### src/rtl/tug_scoreboard.sv
// Tug-of-war scoreboard: credits each decoded round win once, pulses round_reset, freezes at WIN_SCORE.
// Optional score digit decode enabled by defining SCOREBOARD_HEX_EN.
module tug_scoreboard #(
  parameter int WIN_SCORE = 7
) (
  input  logic       clk,
  input  logic       reset,
  input  logic [6:0] hex_in,
  output logic       round_reset,
  output logic [3:0] score_l,
  output logic [3:0] score_r,
  output logic       match_over,
  output logic [6:0] HEX_L,
  output logic [6:0] HEX_R
);

  localparam logic [6:0] HEX_OFF   = 7'b1111111;
  localparam logic [6:0] HEX_LEFT  = 7'b0100100;
  localparam logic [6:0] HEX_RIGHT = 7'b1111001;
  localparam logic [3:0] WIN       = 4'(WIN_SCORE);

  typedef enum logic [1:0] {IDLE, CLEAR, WAIT_OFF, DONE} state_t;

  state_t     state_q;
  logic [3:0] score_l_q, score_r_q;

  always_ff @(posedge clk) begin
    if (!reset) begin
      state_q   <= IDLE;
      score_l_q <= '0;
      score_r_q <= '0;
    end else begin
      case (state_q)
        IDLE: begin
          // Saturation guard keeps scores bounded even if the win check were bypassed
          if (hex_in == HEX_LEFT && score_l_q < WIN) begin
            score_l_q <= score_l_q + 4'd1;
            state_q   <= CLEAR;
          end else if (hex_in == HEX_RIGHT && score_r_q < WIN) begin
            score_r_q <= score_r_q + 4'd1;
            state_q   <= CLEAR;
          end
        end
        CLEAR:    state_q <= WAIT_OFF;
        WAIT_OFF: if (hex_in == HEX_OFF)
                    state_q <= (score_l_q == WIN || score_r_q == WIN) ? DONE : IDLE;
        DONE:     state_q <= DONE;
        default:  state_q <= IDLE;
      endcase
    end
  end

  assign round_reset = (state_q == CLEAR);
  assign match_over  = (state_q == DONE);
  assign score_l     = score_l_q;
  assign score_r     = score_r_q;

`ifdef SCOREBOARD_HEX_EN
  function automatic logic [6:0] seg7(input logic [3:0] v);
    case (v)
      4'd0:    seg7 = 7'b1000000;
      4'd1:    seg7 = 7'b1111001;
      4'd2:    seg7 = 7'b0100100;
      4'd3:    seg7 = 7'b0110000;
      4'd4:    seg7 = 7'b0011001;
      4'd5:    seg7 = 7'b0010010;
      4'd6:    seg7 = 7'b0000010;
      4'd7:    seg7 = 7'b1111000;
      4'd8:    seg7 = 7'b0000000;
      4'd9:    seg7 = 7'b0010000;
      default: seg7 = 7'b1111111;
    endcase
  endfunction

  // Once the match is decided only the winner's digit stays lit
  always_comb begin
    HEX_L = seg7(score_l_q);
    HEX_R = seg7(score_r_q);
    if (state_q == DONE && score_l_q != WIN) HEX_L = 7'b1111111;
    if (state_q == DONE && score_r_q != WIN) HEX_R = 7'b1111111;
  end
`else
  assign HEX_L = 7'b1111111;
  assign HEX_R = 7'b1111111;
`endif

endmodule
### config.mk
export PLATFORM = sky130hd
export DESIGN_NAME = tug_scoreboard
export DESIGN_NICKNAME = d
export VERILOG_FILES = /design/src/rtl/tug_scoreboard.sv
export SDC_FILE = /design/constraint.sdc
export NUM_CORES = 1
export LEC_CHECK = 0
export ABC_AREA = 1
export ABC_CLOCK_PERIOD_IN_PS = 1620
export CELL_PAD_IN_SITES_DETAIL_PLACEMENT = 1
export CELL_PAD_IN_SITES_GLOBAL_PLACEMENT = 2
export CORE_ASPECT_RATIO = 1.2
export CORE_UTILIZATION = 21
export CTS_CLUSTER_SIZE = 40
export DETAILED_ROUTE_END_ITERATION = 7
export MAX_ROUTING_LAYER = met4
export PLACE_DENSITY_LB_ADDON = 0.1
export SYNTH_ARGS = -nofsm -noshare
export SYNTH_HDL_FRONTEND = slang
export SYNTH_SLANG_ARGS = --single-unit
### constraint.sdc
create_clock -name clk -period 1.62 [get_ports clk]
set_input_delay 0.486 -clock clk [delete_from_list [all_inputs] [get_ports clk]]
set_output_delay 0.486 -clock clk [all_outputs]
set_load 0.01 [all_outputs]
==> metrics.yaml <==
ff2ff_setup_slack_ns: 0.29
drtPass1Iterations: 6
first_iter_violations: 20
core_sq_mm: 0.00342
period_share_pct: 97.8
crit_arrival_ns: 1.10
crit_required_ns: 1.13
grt_pass1_vias: 779
syn_inst: 117
clock-sinks: 10
io_buffer_count: 18
start_util_pct: 22.5
antennaDiodeCount: 0
multi_input_area_sq_um: 459
post_cts.repair.setup_buffers: 0
fillCellCount: 448
fin_nets: 161
cp-startpoint: "score_r[1]$_SDFFE_PN0P_"
synthesis.area_sq_um: 771
total_power_uw: 646
startpoint_type: "register"
vias: 791
critPathKind: "reg -> out"
worst-path-stages: 1
fin_util_pct: 32.1
ff_latch_area_sq_um: 201
syn_avg_cell_area_sq_um: 6.59
hold_viol_final: 0
synthTopCellsByCount: "nand2_1 (21), nor2_1 (18), buf_4 (14)"
clk_pin_slew_ns: 0.05
yosysMostFrequentCell: "nand2_1"
drt_wl_total_um: 2010
cp_slowest_stage_delay_ns: 0.53
ios: 33
ant_nets: 0
dieArea_sq_mm: 0.00392
overflow: 0
synth-main-ff-cell: "dfxtp_1"
end_kind: "output pin"
outcome: "finished, violations left"
area_growth_pct: 42.7
yosysSeqAreaShare_pct: 26.0
row_count: 23
gr-usage-all-layers_pct: 12.0
crit_chain: "clkdlybuf4s50_1"
dp_cells: 182
cts_max_level: 1
finClkSkew_ns: 0.00613
fp.dieH_um: 68.4
synth_edf_count: 0
synth_top_area_share_pct: 26.0
finalCriticalPeriod_ns: 1.58
cts_buffer_depth: 2
cts_tree: "yes"
cp_max_fo: 2
setup_viol: 0
crit_family: "buffers and inverters"
place.gp.congestion: 0.744
ys_ff_latch: 10
rsz0062_at_grt: "no"
clock_latency_ns: 0.24
ys_types: 19
cpMaxStageDelayCell: "clkdlybuf4s50_1"
async_flop_share_pct: 0
violations: "design-rule violations"
vdd_drop_max_mv: 0.251
viasPerCell: 4.25
drive_above_1_share_pct: 20.8
wire_per_inst_um: 10.8
drc_errors: 8
leakagePower_nw: 0.625
die_w_um: 57.3
yosys-top-cells-area: "dfxtp_1 (26%), buf_4 (14%), nand2_1 (10%), nor2_1 (8.8%), nand3_1 (7.8%)"
final_max_slew_viol_count: 0
hp-class: "reg -> reg"
dp_hpwl_um: 1660
r2r-end: "score_r[1]$_SDFFE_PN0P_"
max_cap_viol_count: 0
grt_pass1_wl_um: 3380
synth-warning-count: 0
regToRegStartpoint: "score_r[0]$_SDFFE_PN0P_"
worstRegToRegCells: 7
fmax_ghz: 0.631
cts_hold_buf: 0
power_density_mw_per_mm2: 588
crit_buf_inv: 1
crit_end: "score_r[1]"
grt_antenna_before_repair: 0
final_cells: 186
cts_buffers: 3
grt_max_degree: 8
synth_top_cell_by_area: "dfxtp_1"
cts_root_buf: "clkbuf_8"
## repair_timing
action / in CTS / in global routing
endpoints found under the setup margin: 3 / 9
hold endpoints to repair: 0 / 0
gates resized for setup: 4 / 8
pin swaps: 0 / 2
## final cells by class
type	count	share of cell area, %
multi-input cells	90	41.8
clock buffers	4	5.01
well taps	37	4.21
flip-flops and latches	10	18.3
inverters	15	5.12
repair buffers	30	25.6
## layout by cell type (no fill, tap or decap), types with 3 or more instances in the layout
master	instances
nor2_4	3
nor2_1	17
buf_4	12
nand3_2	4
nand3_1	12
clkdlybuf4s50_1	9
dfxtp_1	9
dlygate4sd2_1	3
conb_1	14
nand2_1	21
dlymetal6s2s_1	6
a21oi_1	7
clkbuf_8	4
inv_1	13
## where the power goes
part           internal [mW]  switching, mW  leakage (nW)
logic                 0.0329         0.0481         0.515
clock network          0.214          0.104        0.0288
registers              0.247       0.000531        0.0811
## flip-flops by register name (all words and copies together) (netlist names)
| signal | flops |
|---|---|
| state_q | 2 |
| score_l | 4 |
| score_r | 4 |
## layer usage
layer / part of all wire (%) / vias up / GRT usage (%)
li1: - / 404 / -
met1: 45 / 361 / 12.7
met2: 48 / 22 / 21.2
met3: 5.6 / 4 / 1.89
met4: 1.7 / 0 / 7.32
met5: 0 / - / -
## cells by family after synthesis
group	share of synthesized area [%]
simple gates	41.7
buf+inv	21.6
flops	26.0
compound gates	5.84
fa+ha+maj	3.25
xor+xnor	1.14
other cells	0.487
## worst register-to-register path, cell delays in order, from the launching register on
cell and delay (ns):
dfxtp_1 0.31, buf_4 0.15, ha_1 0.24, nand3_2 0.12
nand2_2 0.07, nor2_4 0.15, nand3_1 0.09, a21oi_1 0.14
## per-stage QoR
stage          hold WS (ns)  TNS [ns]  instance area, sq um  worst slack, ns
2_1_floorplan         0.521         0                   820            0.392
3_3_place_gp          0.566     -1.11                  1030           -0.163
3_5_place_dp          0.576     -1.20                  1030           -0.170
4_1_cts               0.587         0                  1080          0.00110
5_1_grt               0.632         0                  1100          0.00521
6_report              0.581         0                  1100           0.0357
## worst min-delay path by stage
stage                            start                       to  slack [ns]  cells past startpoint
2_1_floorplan  score_l[2]$_SDFFE_PN0P_  score_l[2]$_SDFFE_PN0P_        0.52                      2
3_3_place_gp   score_l[3]$_SDFFE_PN0P_  score_l[3]$_SDFFE_PN0P_        0.57                      2
3_5_place_dp   score_l[3]$_SDFFE_PN0P_  score_l[3]$_SDFFE_PN0P_        0.58                      2
4_1_cts        score_l[3]$_SDFFE_PN0P_  score_l[3]$_SDFFE_PN0P_        0.59                      2
5_1_grt        score_l[3]$_SDFFE_PN0P_  score_l[3]$_SDFFE_PN0P_        0.63                      2
6_report       score_l[3]$_SDFFE_PN0P_  score_l[3]$_SDFFE_PN0P_        0.58                      2
Note: power is estimated with default switching activity, not from simulation.
==> variant 1: new RTL, config.mk and constraints unchanged <==
Re-encode `state_t` (4 states) as one-hot, 4 bits wide.
--- a/src/rtl/tug_scoreboard.sv
+++ b/src/rtl/tug_scoreboard.sv
@@ -21,3 +21,3 @@
 
-  typedef enum logic [1:0] {IDLE, CLEAR, WAIT_OFF, DONE} state_t;
+  typedef enum logic [3:0] {IDLE = 4'b0001, CLEAR = 4'b0010, WAIT_OFF = 4'b0100, DONE = 4'b1000} state_t;
 
Formal check against the unedited RTL: no difference found for any inputs over 10 cycles, from zero or initial values and one cycle with reset low; not proved beyond that.
==> variant 1 against the unedited design <==
  * Register-to-register slack got worse by 0.04 ns
  * Via count rose by 6.4%
  * Worst setup slack improved by 0.11 ns
  * Routed wire length rose by 14%
  * First-iteration DRC count fell by 80%
  * Synthesized area rose by 8.8%
  * Die area rose by 8.5%
  * Cell count rose by 15%
  * Design area rose by 9.4%
  * Clock skew fell by 0.0046 ns
  * Sequential cell count rose by 2
  * Utilization rose by 0.21 points
Power is not compared: it rests on default switching activity, and its combinational part moved more than twofold at a synthesized area within 25%.
==> variant 1: results (changes against the unedited design) <==
[route]
firstDrtPassIters=2  ; -4
first_iter_violations=4  ; -80%
wire_per_inst_um=10.6  ; -1.3%
num_vias=842  ; +6.4%

[layout]
drive_gt1_frac=0.253  ; +0.0450
fill_cells=489  ; +9.2%
num-nets-final=174  ; +8.1%
layoutNonFillerInstCount=214  ; +15%
num_antenna_cells=0  ; unchanged

[min_path]
min-delay-start=score_r[3]$_SDFFE_PN0P_
hold_path_depth=2  ; unchanged
hold_path_end=score_r[3]$_SDFFE_PN0P_

[synth]
synth_area_leaders=dfxtp_1 (29%), buf_4 (13%), nand2_1 (12%)
synth.top_cell.area_share=0.287  ; +0.0268
synthXorXnorAreaFrac=0.0104  ; -0.000916
synth_fa_ha_area_frac=0.0299  ; -0.00262
synth.distinct_cells=23  ; +4
seq_area_frac_synth=0.287  ; +0.0268
synthTopCellsByCount=nand2_1 (27), nor2_1 (16), buf_4 (14), inv_1 (14), dfxtp_1 (12)
syn_inst=128  ; +9.4%
synthMuxAreaShare=0  ; unchanged
synth_compound_area_frac=0.0657  ; +0.00723

[clock_network]
cts_hold_buf=0  ; unchanged
cts_made_buffers=3  ; unchanged
clk_pin_slew_ns=0.06
clk_path_buf_depth=2  ; unchanged
post_cts.repair.setup_buffers=0  ; unchanged
root_buffer=clkbuf_8
h-tree-depth=1  ; unchanged

[placement]
dpl_cell_area_sq_mm=0.00112  ; +9.6%
place_congestion=0.679  ; -8.8%
post-place-ws_ns=-0.195  ; -0.0247 ns
hpwlAfterDp_um=1830  ; +11%
io_buffers=18  ; unchanged

[run_status]
status=finished clean

[global_routing]
grt_max_degree=10  ; +2
grt_pass1_vias=862  ; +11%
grtUsageTotal=0.121  ; +0.00106
antenna_found_initial=0  ; unchanged
grt_pass1_wl_um=3810  ; +13%

[power_and_ir_drop]
cellLeakagePower_nw=0.690
ir_worst_vdd_mv=0.245

[critical_path]
reg2reg_slack_ns=0.25  ; -0.04 ns
arrival_ns=0.99  ; -0.11 ns
crit_slowest_cell=dfxtp_1
timing.rr.start=score_l[0]$_SDFFE_PN0P_
r2r-end=score_l[2]$_SDFFE_PN0P_
worstSetupEndpoint=match_over
cp_top_family=flip-flops
crit_start=state_q[0]$_SDFFE_PN1P_
cpPeakStageDelay_ns=0.31  ; -0.22 ns

[timing]
clock.fmax_ghz=0.676  ; +7.1%
skew_ns=0.00151  ; -0.00462 ns

==> variant 1: changes by cell type after synthesis, sizes merged, moves of 2 or more <==
cell,delta
nand3,-3
inv,+5
nor2,-2
nand2,+6
dfxtp,+2
==> variant 1: through the flow <==
step / hold WS [ns] / util / power (W)
after floorplan: 0.516 / - / 0.000506
after global placement: 0.515 / 0.302 / 0.000575
after detailed placement: 0.499 / 0.302 / 0.000578
after CTS: 0.513 / 0.316 / 0.000924
after global routing: 0.542 / 0.323 / 0.000973
final: 0.502 / 0.323 / 0.000918
==> variant 1: area by class of cell <==
type,instances,share of cell area
multi-input combinational,94,0.401
timing repair buffer,31,0.233
sequential,12,0.201
inverter,21,0.0655
tap,52,0.0541
clock buffer,4,0.0457
==> variant 1: cell families after synthesis <==
kind of cell               Yosys count
xor gates and xnor gates             1
AOI/OAI and AO/OA                   10
other                                1
adders and majority gates            2
buffers and inverters               35
and+or+nand+nor                     67
DFF                                 12
==> variant 1: routing by layer <==
layer  wire length, um  global-route usage  share of wire  up-vias
li1                  -                   -              -      435
met1               929               0.132           0.41      387
met2              1250               0.220           0.55       16
met3                71              0.0162          0.031        4
met4                27              0.0388          0.012        0
met5                 0                   -              0        -
==> variant 1: what timing repair did <==
item / 4_1_cts / 5_1_grt
pin swaps: 0 / 3
gates resized for setup: 11 / 18
endpoints found under the hold margin: 0 / 0
setup endpoints to repair: 8 / 14
==> variant 1: power breakdown <==
part           internal, W  leakage (nW)  total (W)  switching, W
clock             0.000215        0.0288   0.000337      0.000122
sequential        0.000311        0.0973   0.000319    0.00000768
combinational     0.000110         0.564   0.000262      0.000152
==> variant 1: worst min-delay path, stage by stage (launching register included) <==
cell and delay, ns:
dfxtp_1 0.35, a21oi_1 0.05, nor2_1 0.07
==> variant 2: new RTL, config.mk and constraints unchanged <==
Made on the original files. Add a define of `SCOREBOARD_HEX_EN`.
--- a/src/rtl/tug_scoreboard.sv
+++ b/src/rtl/tug_scoreboard.sv
@@ -2,2 +2,4 @@
 // Optional score digit decode enabled by defining SCOREBOARD_HEX_EN.
+`define SCOREBOARD_HEX_EN
+
 module tug_scoreboard #(
Check against the original RTL: not equivalent (a bounded check fails within 4 cycles, from zero or initial values and one cycle with reset low).
==> variant 2 against the unedited design <==
  * The flow finishes with violations (negative setup slack)
  * Critical endpoint is now HEX_L[1]
  * Design area grew to 3.0 times the old value
  * Largest power group is now sequential cells
  * Power grew 98%
  * Sequential cell count grew 14
  * Synthesized area grew 110%
  * Die area grew 100%
  * Worst setup slack lost 0.28 ns
  * Register-to-register slack lost 0.52 ns
  * Routed wire length grew to 2.5 times the old value
==> variant 2: results (changes against the unedited design) <==
[run_status]
status=complete, but fails checks
violations=negative setup slack

[power_and_ir_drop]
switching_share=0.227  ; -0.00885
ir_worst_vdd_mv=0.304  ; +21%
cellLeakagePower_nw=1.72  ; +170%

[min_path]
hold_path_depth=3  ; +1
hold_path_end=state_q[0]$_SDFFE_PN0P_
min-delay-start=state_q[1]$_SDFFE_PN0P_

[global_routing]
grtUsageTotal=0.146  ; +0.0263
grt_pass1_wl_um=8870  ; +160%
grt_max_degree=15  ; +7

[layout]
drive_gt1_frac=0.629  ; +0.421
fill_cells=862  ; +92%

[placement]
io_buffers=32  ; +14
place_congestion=0.697  ; -6.3%

[route]
wirelength_um=5050  ; +150%
first_iter_violations=29  ; +45%
firstDrtPassIters=2  ; -4
post_drt_via_cell_ratio=4.18  ; -1.8%
num_vias=1805  ; +130%

[timing]
setup_violations=28  ; +28
skew_ns=0.00906  ; +0.00293 ns
timing.final.ws_setup_ns=-0.244  ; -0.280 ns
setup-tns-final_ns=-4.99  ; -4.99 ns

[synth]
synthTopCellsByCount=nand2_1 (75), inv_1 (44), nand3_1 (25), dfxtp_1 (24), nor2_1 (16)
syn_inst=237  ; +100%
synth.distinct_cells=23  ; +4
seq_area_frac_synth=0.304  ; +0.0438
synth_area_leaders=dfxtp_1 (30%), nand2_1 (18%), inv_1 (10%)

[clock_network]
clk_pin_slew_ns=0.09  ; +0.04 ns
clk_latency_ns=0.27  ; +0.03 ns

[critical_path]
reg2reg_slack_ns=-0.23  ; -0.52 ns
cp_max_fo=7  ; +5
r2r_cells=12  ; +5

[variant 2: layout make-up]
cell class / instances / share of cell area
Multi-Input combinational cell: 162 / 0.428
Timing Repair Buffer: 104 / 0.302
Sequential cell: 24 / 0.152
Inverter: 48 / 0.0608
Tap cell: 90 / 0.0346
Clock buffer: 3 / 0.0127
Clock inverter: 1 / 0.00924
[variant 2: worst max path at each step]
stage	slack, ns	endpoint	from
finish	-0.24	HEX_L[1]	score_l[1]$_SDFFE_PN0P_
global route	-0.37	flip-flop	score_l[1]$_SDFFE_PN0P_
CTS	-0.26	flip-flop	score_l[0]$_SDFFE_PN0P_
detailed placement	-0.92	flip-flop	hex_in[2]
global placement	-0.91	flip-flop	hex_in[2]
floorplan	-0.12	flip-flop	score_l[0]$_SDFFE_PN0P_
[variant 2: cell families (layout without fill, tap and decap cells)]
kind of cell	count (synthesis)	count (layout)	synth area share
and+or+nand+nor	143	143	0.439
buffers and inverters	51	156	0.130
DFF	24	24	0.304
adders and majority gates	12	12	0.0949
AOI/OAI and AO/OA	5	5	0.0213
xor gates and xnor gates	2	2	0.0111
[variant 2: through the flow]
stage	instance area, sq um	worst slack (ns)	hold WS [ns]	util
2_1_floorplan	1630	-0.119	0.551	-
3_3_place_gp	2400	-0.907	0.680	0.331
3_5_place_dp	2400	-0.923	0.693	0.331
4_1_cts	2970	-0.261	0.686	0.408
5_1_grt	3250	-0.366	0.740	0.447
6_report	3250	-0.244	0.694	0.447
[variant 2: repair_timing]
| action | in CTS | in global routing |
|---|---|---|
| buffers inserted | 19 | 9 |
| gates resized for setup | 195 | 55 |
| pin swaps | 52 | 34 |
| hold buffers | 0 | 0 |
| endpoints found under the setup margin | 47 | 34 |
[variant 2: worst max-delay path, stage by stage (launching register included)]
cell and delay [ns]:
dfxtp_2 0.36, ha_4 0.16, nand2_4 0.05, nor2_4 0.10, inv_2 0.06, nand2_2 0.07
buf_12 0.15, nand2_4 0.05, buf_6 0.11
[variant 2: layer usage]
layer / GRT usage / share of wire / wire length [um]
met5: - / 0 / 0
met2: 0.272 / 0.55 / 2770
met1: 0.163 / 0.43 / 2160
met4: 0.0247 / 0.0079 / 40
met3: 0.0178 / 0.015 / 77
[variant 2: power groups by stage]
stage / registers [W] / clock network, W / logic [W]
2_1_floorplan: 0.000608 / 0 / 0.0000469
3_3_place_gp: 0.000607 / 0 / 0.000117
3_5_place_dp: 0.000607 / 0 / 0.000117
4_1_cts: 0.000594 / 0.000567 / 0.000134
5_1_grt: 0.000593 / 0.000585 / 0.000154
6_report: 0.000593 / 0.000545 / 0.000140
